===== config.mk =====
export PLATFORM = sky130hd
export DESIGN_NAME = syscall_console
export DESIGN_NICKNAME = d
export VERILOG_FILES = /design/src/rtl/syscall_console.sv
export SDC_FILE = /design/constraint.sdc
export NUM_CORES = 1
export LEC_CHECK = 0
export BUFFER_PORTS_ARGS = -buffer_cell sky130_fd_sc_hd__buf_2
export CAP_MARGIN = 20
export CORE_MARGIN = 2
export CORE_UTILIZATION = 58
export DETAILED_ROUTE_END_ITERATION = 12
export PLACE_DENSITY = 0.9
export SLEW_MARGIN = 20
export SYNTH_ARGS = -nofsm -noshare
export SYNTH_HDL_FRONTEND = slang
export SYNTH_SLANG_ARGS = --single-unit

===== constraint.sdc =====
create_clock -name clk -period 3.3 [get_ports clk]
set_input_delay 0.495 -clock clk [delete_from_list [all_inputs] [get_ports clk]]
set_output_delay 0.495 -clock clk [all_outputs]
set_load 0.005 [all_outputs]

===== src/rtl/syscall_console.sv =====
// syscall_console: services print_string / print_char / print_hex / exit syscalls,
// streaming characters through a valid/ready sink and reading strings a word at a time.
module syscall_console #(
    parameter int MAX_LEN    = 256,
    parameter bit BIG_ENDIAN = 1
) (
    input  logic        clk,
    input  logic        rst_n,
    input  logic        sys_req,
    input  logic [31:0] sys_v0,
    input  logic [31:0] sys_a0,
    output logic        busy,
    output logic        mem_rd_en,
    output logic [31:0] mem_addr,
    input  logic [31:0] mem_rd_data,
    output logic        char_valid,
    output logic [7:0]  char_data,
    input  logic        char_ready,
    output logic        exit_req,
    output logic        err,
    output logic [31:0] chars_out
);
    typedef enum logic [2:0] {IDLE, FETCH, WAIT, EMIT, HEX, HALT} state_t;

    state_t      state;
    logic [31:0] ptr, word_buf, len, hex_sr;
    logic [2:0]  nib;
    logic        str_mode;
    logic [31:0] ptr_nx;
    logic [7:0]  rd_byte, buf_byte;

    function automatic logic [7:0] lane(input logic [31:0] w, input logic [1:0] i);
        return 8'(w >> {(BIG_ENDIAN ? ~i : i), 3'b000});
    endfunction

    function automatic logic [7:0] hex(input logic [3:0] n);
        return (n < 4'd10) ? 8'h30 + {4'h0, n} : 8'h37 + {4'h0, n};
    endfunction

    assign ptr_nx   = ptr + 32'd1;
    assign rd_byte  = lane(mem_rd_data, ptr[1:0]);
    assign buf_byte = lane(word_buf, ptr_nx[1:0]);
    assign busy     = (state != IDLE) && (state != HALT);

    always_ff @(posedge clk or negedge rst_n) begin
        if (!rst_n) begin
            state      <= IDLE;
            ptr        <= '0;
            word_buf   <= '0;
            len        <= '0;
            hex_sr     <= '0;
            nib        <= '0;
            str_mode   <= 1'b0;
            mem_rd_en  <= 1'b0;
            mem_addr   <= '0;
            char_valid <= 1'b0;
            char_data  <= '0;
            exit_req   <= 1'b0;
            err        <= 1'b0;
            chars_out  <= '0;
        end else begin
            err       <= 1'b0;
            mem_rd_en <= 1'b0;
            case (state)
                IDLE: if (sys_req) begin
                    if (sys_v0 == 32'd4) begin
                        ptr       <= sys_a0;
                        len       <= '0;
                        str_mode  <= 1'b1;
                        mem_rd_en <= 1'b1;
                        mem_addr  <= {sys_a0[31:2], 2'b00};
                        state     <= FETCH;
                    end else if (sys_v0 == 32'd11) begin
                        str_mode   <= 1'b0;
                        char_valid <= 1'b1;
                        char_data  <= sys_a0[7:0];
                        state      <= EMIT;
                    end else if (sys_v0 == 32'd34) begin
                        hex_sr     <= {sys_a0[27:0], 4'h0};
                        nib        <= '0;
                        char_valid <= 1'b1;
                        char_data  <= hex(sys_a0[31:28]);
                        state      <= HEX;
                    end else if (sys_v0 == 32'd10) begin
                        exit_req <= 1'b1;
                        state    <= HALT;
                    end else begin
                        err <= 1'b1;
                    end
                end
                FETCH: state <= WAIT;
                WAIT: begin
                    word_buf <= mem_rd_data;
                    if (rd_byte == 8'h00) begin
                        state <= IDLE;
                    end else begin
                        char_valid <= 1'b1;
                        char_data  <= rd_byte;
                        state      <= EMIT;
                    end
                end
                EMIT: if (char_valid && char_ready) begin
                    chars_out  <= chars_out + 32'd1;
                    char_valid <= 1'b0;
                    if (!str_mode) begin
                        state <= IDLE;
                    end else begin
                        ptr <= ptr_nx;
                        len <= len + 32'd1;
                        // Length limit takes priority over continuing the string
                        if (len + 32'd1 == 32'(MAX_LEN)) begin
                            err   <= 1'b1;
                            state <= IDLE;
                        end else if (ptr_nx[1:0] == 2'b00) begin
                            mem_rd_en <= 1'b1;
                            mem_addr  <= {ptr_nx[31:2], 2'b00};
                            state     <= FETCH;
                        end else if (buf_byte == 8'h00) begin
                            state <= IDLE;
                        end else begin
                            char_valid <= 1'b1;
                            char_data  <= buf_byte;
                        end
                    end
                end
                HEX: if (char_valid && char_ready) begin
                    chars_out <= chars_out + 32'd1;
                    if (nib == 3'd7) begin
                        char_valid <= 1'b0;
                        state      <= IDLE;
                    end else begin
                        nib       <= nib + 3'd1;
                        char_data <= hex(hex_sr[31:28]);
                        hex_sr    <= hex_sr << 4;
                    end
                end
                HALT: ;
                default: state <= IDLE;
            endcase
        end
    end
endmodule


==> results.md <==
- Share of layout cells above drive strength 1: 0.2547
- YS warnings: 0
- CTS Hold Bufs: 0
- Clk_lat worst skew: 520 ps
- Switching Share: 0.2204
- Startpoint Class: register
- Slew @ Worst Pin: roughly 760 ps
- Crit path DAT: 3580 ps
- Routed Antenna Nets: 0
- Via/cell ratio: between 6 and 7
- Clock Sinks: 205
- Fin util: 0.7061
- Worst Path Buf+Inv: 2
- PwrDens: 370.1 nW/um2
- CP max stage delay: approximately 440 ps
- Sequential area share after synthesis: 0.4450
- Crit-path slowest cell: dfrtp_1
- Num CTS Buffers: 23
- Io pins: ~180
- Synth-to-layout area growth: 19.21%
- Filler instances: roughly 1.3k
- Combinational Power Share: 0.038
- Clock transition at path regs: 60 ps
- Final min period: between 3000 and 4000 ps
- # port buffers: ~170
- H-tree Lvls: 1
- Die H: 145.0 um
- Die W: 145.0 um
- Pleak: between 6 and 7 nW
- Reg2reg start: len[1]
- Largest net degree at the start of global routing: 94
- Final Hold Fails: 0
- Synth top area share: 0.4450
- Area leader, netlist: dfrtp_1
- Crit share post-route: 0.9699
- Mapped cell area: ~12000 um2
- # DRC: 0
- Commonest cells in the netlist: dfrtp_1 (205), nand2_1 (173), nor2_1 (106)
- RSZ-0062 raised after global routing: false
- Post-synth EDFFs: 0
- Final setup violation count: 0
- Most frequent cell after synthesis: dfrtp_1
- Drt first pass iters: 6
- Post-Route WL: 33.17 mm
- Worst setup path category: register to register
- Max cap viols: 0
- Antenna violations before repair: 1
- Top_reg_cell synth: dfrtp_1
- Reg power frac: 0.494
- Max FO, Critical Path: 6
- Req. time, crit path: around 3700 ps
- Worst vdd ir: 404.8 uV
- Clock root buffer: clkbuf_16
- Non-Filler Instances: between 1.5k and 2k
- CP Launch Point: len[1]
- Worst Setup End Kind: register
- Cell Rows: 51
- Drt wl/cell: 19.48 um
- HP Class: input pin to async pin
- Longest Clk Path Bufs: 3
- Internal cell power: around 4 mW
- Slew headroom: 0.4941
- Global-route wire length before repair: roughly 53 mm
- Multi-input logic area: 6013 um2
- Post-synthesis cell type count: 73
- Tot Pwr: ~5 mW
- Average size of a mapped cell: approximately 9.3 um2
- Hold WS: roughly 44 ps
- Fmax: around 310 MHz
- Initial core utilization: 0.5923
- Vias in the first global route: 10.31k
- Flop2flop setup slack: ~99 ps
- Mapped Cells: roughly 1.2k
- Slew Limit Fails: 0
- CTS tree: done
- Final Wtd Congestion: roughly 0.96
- Gr usage total: 0.3085
- Grt ovf: 0
- Clk network pwr share: 0.468
- Post-DP HPWL: ~23 mm
- Nets@finish: between 1.5k and 2k
- Async set-or-reset flop fraction in the synthesized netlist: 1.000
- Status: finished, final reports clean
- Switch Pwr: about 1.1 mW
- CORE AREA: between 15000 and 20000 um2
- Top cells by area, synth: dfrtp_1 (45%), nand2_1 (5.6%), o21ai_0 (4.3%), mux2_2 (3.6%), nor2_1 (3.5%)
- Critical-path cell list: ha_2 > nand4_1 > buf_4 > nor3_1 > a31oi_1 > nor4bb_1 > and4_1 > o2111ai_2 > buf_4 > a31oi_1 > mux2_2
- Top delay family on crit path: simple AND/OR/NAND/NOR gates
- FF+latch area: 5130 um2
- Iter 0 DRT Violations: about 1.3k
- Clock Skew: slightly below 30 ps
- Vias: around 11k
- Area of the die: 21020 um2
- FF+latch count, synth: around 200
- Placed Cells: 1665
-- worst reg2reg max path, delay by kind of cell, from the launching register on --
| family | cells | cell delay, ps |
|---|---|---|
| DFF | 1 | 440 |
| AOI/OAI and AO/OA | 3 | 610 |
| adders and majority gates | 1 | 270 |
| muxes | 1 | 380 |
| and+or+nand+nor | 4 | 960 |
| buffers and inverters | 2 | 400 |
-- power by group through the flow --
stage | clock, mW | sequential (mW) | combinational (mW)
6_report | 2.38 | 2.51 | 0.193
2_1_floorplan | 0 | 2.56 | 0.0377
3_5_place_dp | 0 | 2.56 | 0.188
3_3_place_gp | 0 | 2.56 | 0.184
4_1_cts | 2.40 | 2.51 | 0.191
5_1_grt | 2.51 | 2.51 | 0.212
-- cell families after synthesis --
group                    share of synthesized area
buffers and inverters                      0.03918
other                                    0.0003253
multiplexers                                0.1108
adder cells (fa/ha/maj)                   0.007598
AND/OR/NAND/NOR                             0.1971
AO/OA/AOI/OAI                               0.1452
flip-flops                                  0.4450
XOR/XNOR                                   0.05470
-- layout by cell type, fill, tap and decap left out, drive strengths merged, types with 6 or more instances in the layout --
cell	instances
mux2	61
nand3	43
xor2	29
nor2	106
and4	14
buf	241
or4	6
inv	34
nand2	173
and2	10
nor3	17
mux4	16
xnor2	43
mux2i	17
a21oi	65
a31oi	35
o31ai	17
nand4	34
clkbuf	33
o21ai	99
dfrtp	205
o22ai	10
ha	7
and3	23
nor4	20
-- stage by stage --
stage | setup slack, ps | instance area, um2 | setup TNS (ps)
global route | 0.7918 | 13740 | 0
finish | 99.48 | 13740 | 0
global placement | 115.6 | 13010 | 0
CTS | 64.68 | 13690 | 0
floorplan | 249.8 | 11530 | 0
detailed placement | -21.05 | 13010 | -21.05
-- metal layers --
metal,part of all wire,wire length [um],GRT usage,vias to the layer above
met5,0,0,0,-
met4,0.037,1233,0.1178,0
met3,0.092,3057,0.05252,100
met2,0.47,15630,0.4979,671
met1,0.40,13250,0.4204,5171
li1,-,-,-,4832
-- registers in the layout, summed over array words and instances, names as in the netlist --
signal,flops
err,1
char_valid,1
ptr,32
hex_sr,28
exit_req,1
str_mode,1
char_data,8
mem_addr,30
state,3
word_buf,32
nib,3
len,32
mem_rd_en,1
chars_out,32
-- worst paths after layout --
kind,depth (start not counted),endpoint
worst max-delay path,11,state[2]
worst min-delay path,1,word_buf[23]
worst max register to register,11,state[2]
worst min register to register,2,exit_req
max in group asynchronous,2,chars_out[23]
min in group clk,2,word_buf[6]
-- final cells by class --
type | instances | share of cell area
tap | 265 | 0.02413
inverter | 33 | 0.009014
clock buffer | 32 | 0.04798
clock inverter | 5 | 0.002094
timing repair buffer | 242 | 0.1057
sequential | 205 | 0.3733
antenna | 1 | 0.0001821
multi-input combinational | 920 | 0.4376
-- what timing repair did --
action,in CTS,in global routing
resized for setup,0,9
setup endpoints to repair,0,37
buffers inserted,0,0
Note: power is estimated with default switching activity, not from simulation.
